==> src/rtl/layer1_mac.sv <==
// layer1_mac: signed x*w multiply-accumulate for one layer-1 neuron, rescaled to fixed point on counter completion.
// Optional build macro LAYER1_MAC_SATURATE_EN clamps the narrowed result instead of wrapping it.
module layer1_mac #(
  parameter int WIDTH     = 8,
  parameter int FRAC      = 4,
  parameter int ACC_WIDTH = 18
) (
  input  logic                    clk,
  input  logic                    rst,
  input  logic                    ack,
  input  logic                    ack__mac,
  input  logic signed [WIDTH-1:0] x,
  input  logic signed [WIDTH-1:0] w,
  output logic signed [WIDTH-1:0] y,
  output logic                    y_valid
);

  typedef enum logic {
    ACCUM,
    DONE
  } state_t;

  state_t                        r_state;
  state_t                        w_stateNext;
  logic signed [ACC_WIDTH-1:0]   r_acc;
  logic signed [ACC_WIDTH-1:0]   w_accNext;
  logic signed [WIDTH-1:0]       r_y;
  logic signed [WIDTH-1:0]       w_yNext;
  logic                          r_yValid;
  logic                          w_yValidNext;
  logic                          r_macD;
  logic                          w_rise;
  logic                          w_fall;
  logic signed [2*WIDTH-1:0]     w_product;
  logic signed [ACC_WIDTH-1:0]   w_productExt;
  logic signed [ACC_WIDTH-1:0]   w_shifted;
  logic signed [WIDTH-1:0]       w_yFmt;

  assign w_rise       = ack__mac & ~r_macD;
  assign w_fall       = ~ack__mac & r_macD;
  assign w_product    = x * w;
  assign w_productExt = ACC_WIDTH'(w_product);
  // Arithmetic shift floors toward minus infinity, so -1/16 becomes -1 rather than 0.
  assign w_shifted    = r_acc >>> FRAC;

`ifdef LAYER1_MAC_SATURATE_EN
  localparam logic signed [ACC_WIDTH-1:0] Y_MAX = ACC_WIDTH'((2 ** (WIDTH - 1)) - 1);
  localparam logic signed [ACC_WIDTH-1:0] Y_MIN = ~Y_MAX;

  always_comb begin
    w_yFmt = WIDTH'(w_shifted);
    if (w_shifted > Y_MAX) begin
      w_yFmt = WIDTH'(Y_MAX);
    end else if (w_shifted < Y_MIN) begin
      w_yFmt = WIDTH'(Y_MIN);
    end
  end
`else
  assign w_yFmt = WIDTH'(w_shifted);
`endif

  always_comb begin
    w_stateNext  = r_state;
    w_accNext    = r_acc;
    w_yNext      = r_y;
    w_yValidNext = r_yValid;
    unique case (r_state)
      ACCUM: begin
        // Completion wins over a coincident ack: that ack is dropped.
        if (w_rise) begin
          w_stateNext  = DONE;
          w_yNext      = w_yFmt;
          w_yValidNext = 1'b1;
        end else if (ack) begin
          w_accNext = r_acc + w_productExt;
        end
      end
      DONE: begin
        if (w_fall) begin
          w_stateNext  = ACCUM;
          w_accNext    = '0;
          w_yValidNext = 1'b0;
        end
      end
      default: begin
        w_stateNext = ACCUM;
      end
    endcase
  end

  // Falling-edge update keeps this stage in lockstep with the term counter.
  always_ff @(negedge clk) begin
    if (!rst) begin
      r_state  <= ACCUM;
      r_acc    <= '0;
      r_y      <= '0;
      r_yValid <= 1'b0;
      r_macD   <= 1'b0;
    end else begin
      r_state  <= w_stateNext;
      r_acc    <= w_accNext;
      r_y      <= w_yNext;
      r_yValid <= w_yValidNext;
      r_macD   <= ack__mac;
    end
  end

  assign y       = r_y;
  assign y_valid = r_yValid;

endmodule

==> config.mk <==
export PLATFORM = sky130hd
export DESIGN_NAME = layer1_mac
export DESIGN_NICKNAME = d
export VERILOG_FILES = /design/src/rtl/layer1_mac.sv
export SDC_FILE = /design/constraint.sdc
export NUM_CORES = 1
export LEC_CHECK = 0
export BUFFER_PORTS_ARGS = -buffer_cell sky130_fd_sc_hd__buf_2
export CAP_MARGIN = 20
export CORE_MARGIN = 2
export CORE_UTILIZATION = 45
export DETAILED_ROUTE_END_ITERATION = 12
export GPL_ROUTABILITY_DRIVEN = 0
export PLACE_DENSITY = 0.66
export SLEW_MARGIN = 5
export SYNTH_ARGS = -nofsm -noshare
export SYNTH_HDL_FRONTEND = slang
export SYNTH_SLANG_ARGS = --single-unit
==> constraint.sdc <==
create_clock -name clk -period 3.89 [get_ports clk]
set_input_delay 0 -clock clk [delete_from_list [all_inputs] [get_ports clk]]
set_output_delay 0 -clock clk [all_outputs]
set_load 0.01 [all_outputs]
==> After elaboration in Yosys (flattened, before gate mapping) <==
Index checks and enable logic that the tools add are counted.
{ "totals": {"reg_bits": 29, "input_bits": 20, "output_inout_bits": 9, "word_cells": 29} }
{ "op_classes": {"add_sub_neg": 1, "mul": 1, "n_eq_ne": 4, "muxes": 10, "bitwise_logic": 5, "reduce_logical": 3} }
{ "ops": {"columns": ["cell", "count"], "rows": [
  ["18-bit two-way mux", 3],
  ["18-bit one-hot mux with 2 select lines", 1],
  ["18-bit by 16-bit adder with 18-bit output", 1],
  ["8-bit by 8-bit multiplier with 16-bit output", 1],
  ["2-bit inequality test, second input constant", 3],
  ["1-bit two-way mux", 4],
  ["1-bit one-hot mux with 2 select lines", 2],
  ["2-bit AND reduction", 2],
  ["1-bit NOT", 3],
  ["3-bit AND reduction", 1],
  ["1-bit AND", 2],
  ["2-bit by 1-bit inequality test with 1-bit output, second input constant", 1]
]} }

==> Longest topological paths before layout <==
{ "logic_depth": {"depth_word": 5, "ltp_mapped": 19, "depth_no_buf": 18} }

==> qor.log <==
qor: final_layout.layout-drive-gt1-share 31.08%
qor: timing.worst-slew-pin-transition 0.5996 ns
qor: clocking.cts.clk_slew.worst_paths 0.03 ns
qor: floorplanning.floorplan.io_pins 29
qor: detailed_routing.wl_per_cell 14.26 microns
qor: global_route.grt_pass1_wl 11.92 mm
qor: global_route.grt_usage 20.62%
qor: critical_path.critPathBufInv 3
qor: final_layout.nFillCells 554
qor: yosys.synth_fp_nets 404
qor: critical_path.number_of_stages_on_the_worst_setup_path 16
qor: timing.timing.slew.headroom 59.67%
qor: clocking.clock_insertion_delay_at_the_later_pin_of_the_skew_report 0.35 ns
qor: critical_path.critical_path.cell_chain buf_8 > and2_4 > inv_2 > fa_1 > inv_1 > fa_1 > fa_1 > fa_1 > fa_1 > ha_4 > and2_4 > a311o_1 > a21oi_2 > xnor2_1 > a22oi_1 > nor2b_1
qor: yosys.synthDistinctLibCells 32
qor: detailed_routing.number_of_vias_per_cell_after_detailed_routing 4.899
qor: floorplanning.row_count 29
qor: detailed_routing.route.vias.total 2332
qor: detailed_routing.drcViolationCount 0
qor: clocking.cts_hold_buffers 0
qor: final_layout.num_antenna_cells 0
qor: floorplanning.chipWidth 85.14 microns
qor: hold_path.holdCritPathClass flip-flop to flip-flop
qor: floorplanning.initial_core_utilization 46.66%
qor: final_layout.finish.utilization 63.17%
qor: critical_path.r2r_slack -0.38 ns
qor: clocking.number_of_sinks_driven_by_the_clock_tree 23
qor: clocking.numCtsBuffers 3
qor: pwr.finalPower 2666 uW
qor: floorplanning.coreArea 6350 sq um
qor: timing.grt_setup_unrepaired yes
qor: critical_path.worst-r2r-cell-count 16
qor: placed_design.place_worst_setup_slack -2.199 ns
qor: placed_design.io_buffer_count 28
qor: critical_path.critical_path.reg2reg.startpoint r_acc[6]
qor: timing.worst_hold_slack 0.5054 ns
qor: global_route.antenna_found_initial 0
qor: global_route.grt_start_max_net_pins 25
qor: timing.layout_setup_ws -1.783 ns
qor: critical_path.crit_required 2.21 ns
qor: critical_path.cp_common_cell sky130_fd_sc_hd__fa_1
qor: clocking.tritoncts built
qor: critical_path.critical-path-top-delay-family adder cells
qor: yosys.netlist_area 2963 sq um
qor: detailed_routing.route.met2.wl 3.500 mm
qor: global_route.grt.overflow.total 0
qor: outcome.outcome finished, violations left
qor: critical_path.critical_path_arrival 3.99 ns
qor: detailed_routing.met3WireLength 228 microns
qor: floorplanning.die_area 7249 sq um
qor: timing.hold_viol 0
qor: critical_path.timing.critical_path.to_type flip-flop
qor: yosys.syn-mean-instance-area 9.588 sq um
qor: outcome.violations negative setup slack
qor: detailed_routing.drt-initial-drc-count 41
qor: critical_path.setup.worst_path.end r_acc[9]
qor: yosys.synth_warnings 0
qor: detailed_routing.firstDrtPassIters 4
qor: critical_path.critical-path-slowest-cell sky130_fd_sc_hd__fa_1
qor: placed_design.place.detailed.hpwl 5.350 mm
qor: pwr.vdd_drop_max 0.4995 mV
qor: critical_path.startpoint_type input port
qor: yosys.netlist_instances 309
qor: timing.slew_violations 0
qor: pwr.static-leakage-power 0.001935 uW
qor: timing.setup-violations-final 9
qor: detailed_routing.route.top_layer_used met4
qor: clocking.cts_max_path_buffers 2
qor: pwr.power_per_cell_area 664.6 nW/um^2
qor: detailed_routing.drt.antenna.violating_nets 0
qor: critical_path.crit-reg2reg-capture r_acc[9]
qor: global_route.grt_pass1_vias 2670
qor: yosys.share_of_the_yosys_chip_area_belonging_to_registers 15.54%
qor: job.max-cap-violations 0
qor: timing.sum_neg_setup_slack -11.91 ns
qor: final_layout.area_growth_from_synthesis_to_layout 35.39%
qor: floorplanning.die_height 85.14 microns
qor: critical_path.cp_slowest_stage_delay 0.57 ns
qor: final_layout.final_net_count 495
qor: yosys.ys_seq_elements 23
qor: critical_path.largest_fanout_of_any_net_on_the_critical_path 3
qor: critical_path.critical_path_startpoint w[0]
qor: clocking.cts_htree_levels 1
qor: clocking.clock_tree.root_cell sky130_fd_sc_hd__clkbuf_8
qor: critical_path.timing_worst_setup_path_type input port to flip-flop
qor: detailed_routing.routed_wl 6.789 mm
qor: timing.finalClockSkew 0.02006 ns
qor: detailed_routing.drt-met1-wl 2.961 mm
-- cell families (layout without fill, tap and decap cells) --
logic type | after synthesis | count (layout) | share of synthesized area (%)
AOI/OAI and AO/OA | 29 | 29 | 6.419
adders and majority gates | 76 | 76 | 43.92
muxes | 8 | 8 | 2.703
xor gates and xnor gates | 17 | 17 | 5.490
DFF | 23 | 23 | 15.54
and+or+nand+nor | 98 | 98 | 18.50
buffers and inverters | 58 | 148 | 7.432
-- metrics by stage --
stage | instance area [sq um] | instances
2_1_floorplan | 3062 | 309
3_3_place_gp | 3522 | 444
3_5_place_dp | 3522 | 444
4_1_cts | 3914 | 475
5_1_grt | 4011 | 476
6_report | 4011 | 476
-- routing by layer --
layer / vias to the layer above / GRT usage (%)
li1: 1142 / -
met1: 1133 / 26.43
met2: 46 / 35.87
met3: 11 / 2.918
met4: 0 / 6.782
met5: - / 0
-- worst register-to-register path, cell delays in order (launching register included) --
cell                      delay, ns
sky130_fd_sc_hd__dfxtp_1       0.33
sky130_fd_sc_hd__inv_1         0.08
sky130_fd_sc_hd__fa_1          0.54
sky130_fd_sc_hd__inv_1         0.05
sky130_fd_sc_hd__fa_1          0.47
sky130_fd_sc_hd__inv_1         0.05
sky130_fd_sc_hd__fa_1          0.52
sky130_fd_sc_hd__inv_1         0.06
sky130_fd_sc_hd__fa_2          0.34
sky130_fd_sc_hd__fa_1          0.55
sky130_fd_sc_hd__ha_4          0.21
sky130_fd_sc_hd__and2_4        0.13
sky130_fd_sc_hd__a311o_1       0.32
sky130_fd_sc_hd__a21oi_2       0.18
sky130_fd_sc_hd__xnor2_1       0.15
sky130_fd_sc_hd__a22oi_1       0.09
sky130_fd_sc_hd__nor2b_1       0.13
-- how the worst min path moves through the flow --
stage                     startpoint   endpoint  slack [ns]  cells past startpoint
final                           y[5]       y[5]        0.51                      2
after global routing            y[1]       y[1]        0.55                      2
after CTS                       y[5]       y[5]        0.51                      2
after detailed placement        y[5]       y[5]        0.50                      2
after global placement      r_acc[3]   r_acc[3]        0.50                      2
after floorplan            r_acc[11]  r_acc[11]        0.48                      2
-- sequential cells by signal, indices dropped and copies added, names as in the netlist --
signal / cells
y: 8
r_macD: 1
r_state: 1
r_acc: 12
y_valid: 1
-- repair_timing --
action                                  in CTS  in global routing
setup buffers                                5                  2
pin swaps                                   37                 10
resized for setup                           55                 18
endpoints found under the setup margin       9                  9
-- layout make-up --
cell class,instances,area [sq um],area share (%)
Tap cell,77,96.34,2.402
Clock inverter,24,90.09,2.246
Multi-Input combinational cell,228,2574,64.16
Timing Repair Buffer,70,558.0,13.91
Inverter,51,191.4,4.772
Clock buffer,3,41.29,1.029
Sequential cell,23,460.4,11.48
-- cell usage after synthesis, drive strengths merged --
master,n,share of area (%)
nor2b,21,4.4
mux2i,8,2.7
xnor2,13,3.8
a311o,1,0.34
maj3,1,0.34
o31ai,1,0.25
nand2b,2,0.42
nor3,2,0.34
fa,47,32
nor4,1,0.21
o21ai,5,0.84
a21boi,2,0.51
and3,1,0.21
ha,28,12
a22oi,4,1.0
nand2,22,2.8
xnor3,1,0.76
nor2,5,0.63
buf,2,0.34
a21o,1,0.25
and2,36,7.6
dfxtp,23,16
a2bb2oi,1,0.51
xor2,3,0.89
o21bai,1,0.25
o21a,3,0.76
nand3,2,0.34
inv,52,6.6
a21oi,10,1.7
clkbuf,4,0.51
nor3b,6,1.5
-- placed cells by master, fill, tap and decap left out, types with 4 or more instances in the layout --
master,n
sky130_fd_sc_hd__inv_1,68
sky130_fd_sc_hd__fa_1,42
sky130_fd_sc_hd__buf_4,36
sky130_fd_sc_hd__and2_1,32
sky130_fd_sc_hd__dfxtp_1,23
sky130_fd_sc_hd__nor2b_1,20
sky130_fd_sc_hd__buf_2,17
sky130_fd_sc_hd__ha_1,16
sky130_fd_sc_hd__buf_6,14
sky130_fd_sc_hd__xnor2_1,12
sky130_fd_sc_hd__nand2_1,11
sky130_fd_sc_hd__ha_4,11
sky130_fd_sc_hd__a21oi_1,8
sky130_fd_sc_hd__mux2i_1,8
sky130_fd_sc_hd__nand2_2,8
sky130_fd_sc_hd__inv_2,7
sky130_fd_sc_hd__nor2_1,5
sky130_fd_sc_hd__fa_2,5
sky130_fd_sc_hd__a22oi_1,4
sky130_fd_sc_hd__nor3b_1,4
sky130_fd_sc_hd__and2_4,4
-- report_power, final --
| part | internal, uW | switching, uW |
|---|---|---|
| Sequential | 272 | 30.1 |
| Combinational | 1170 | 955 |
| Clock | 102 | 133 |
Power figures use the tool's default switching activity.
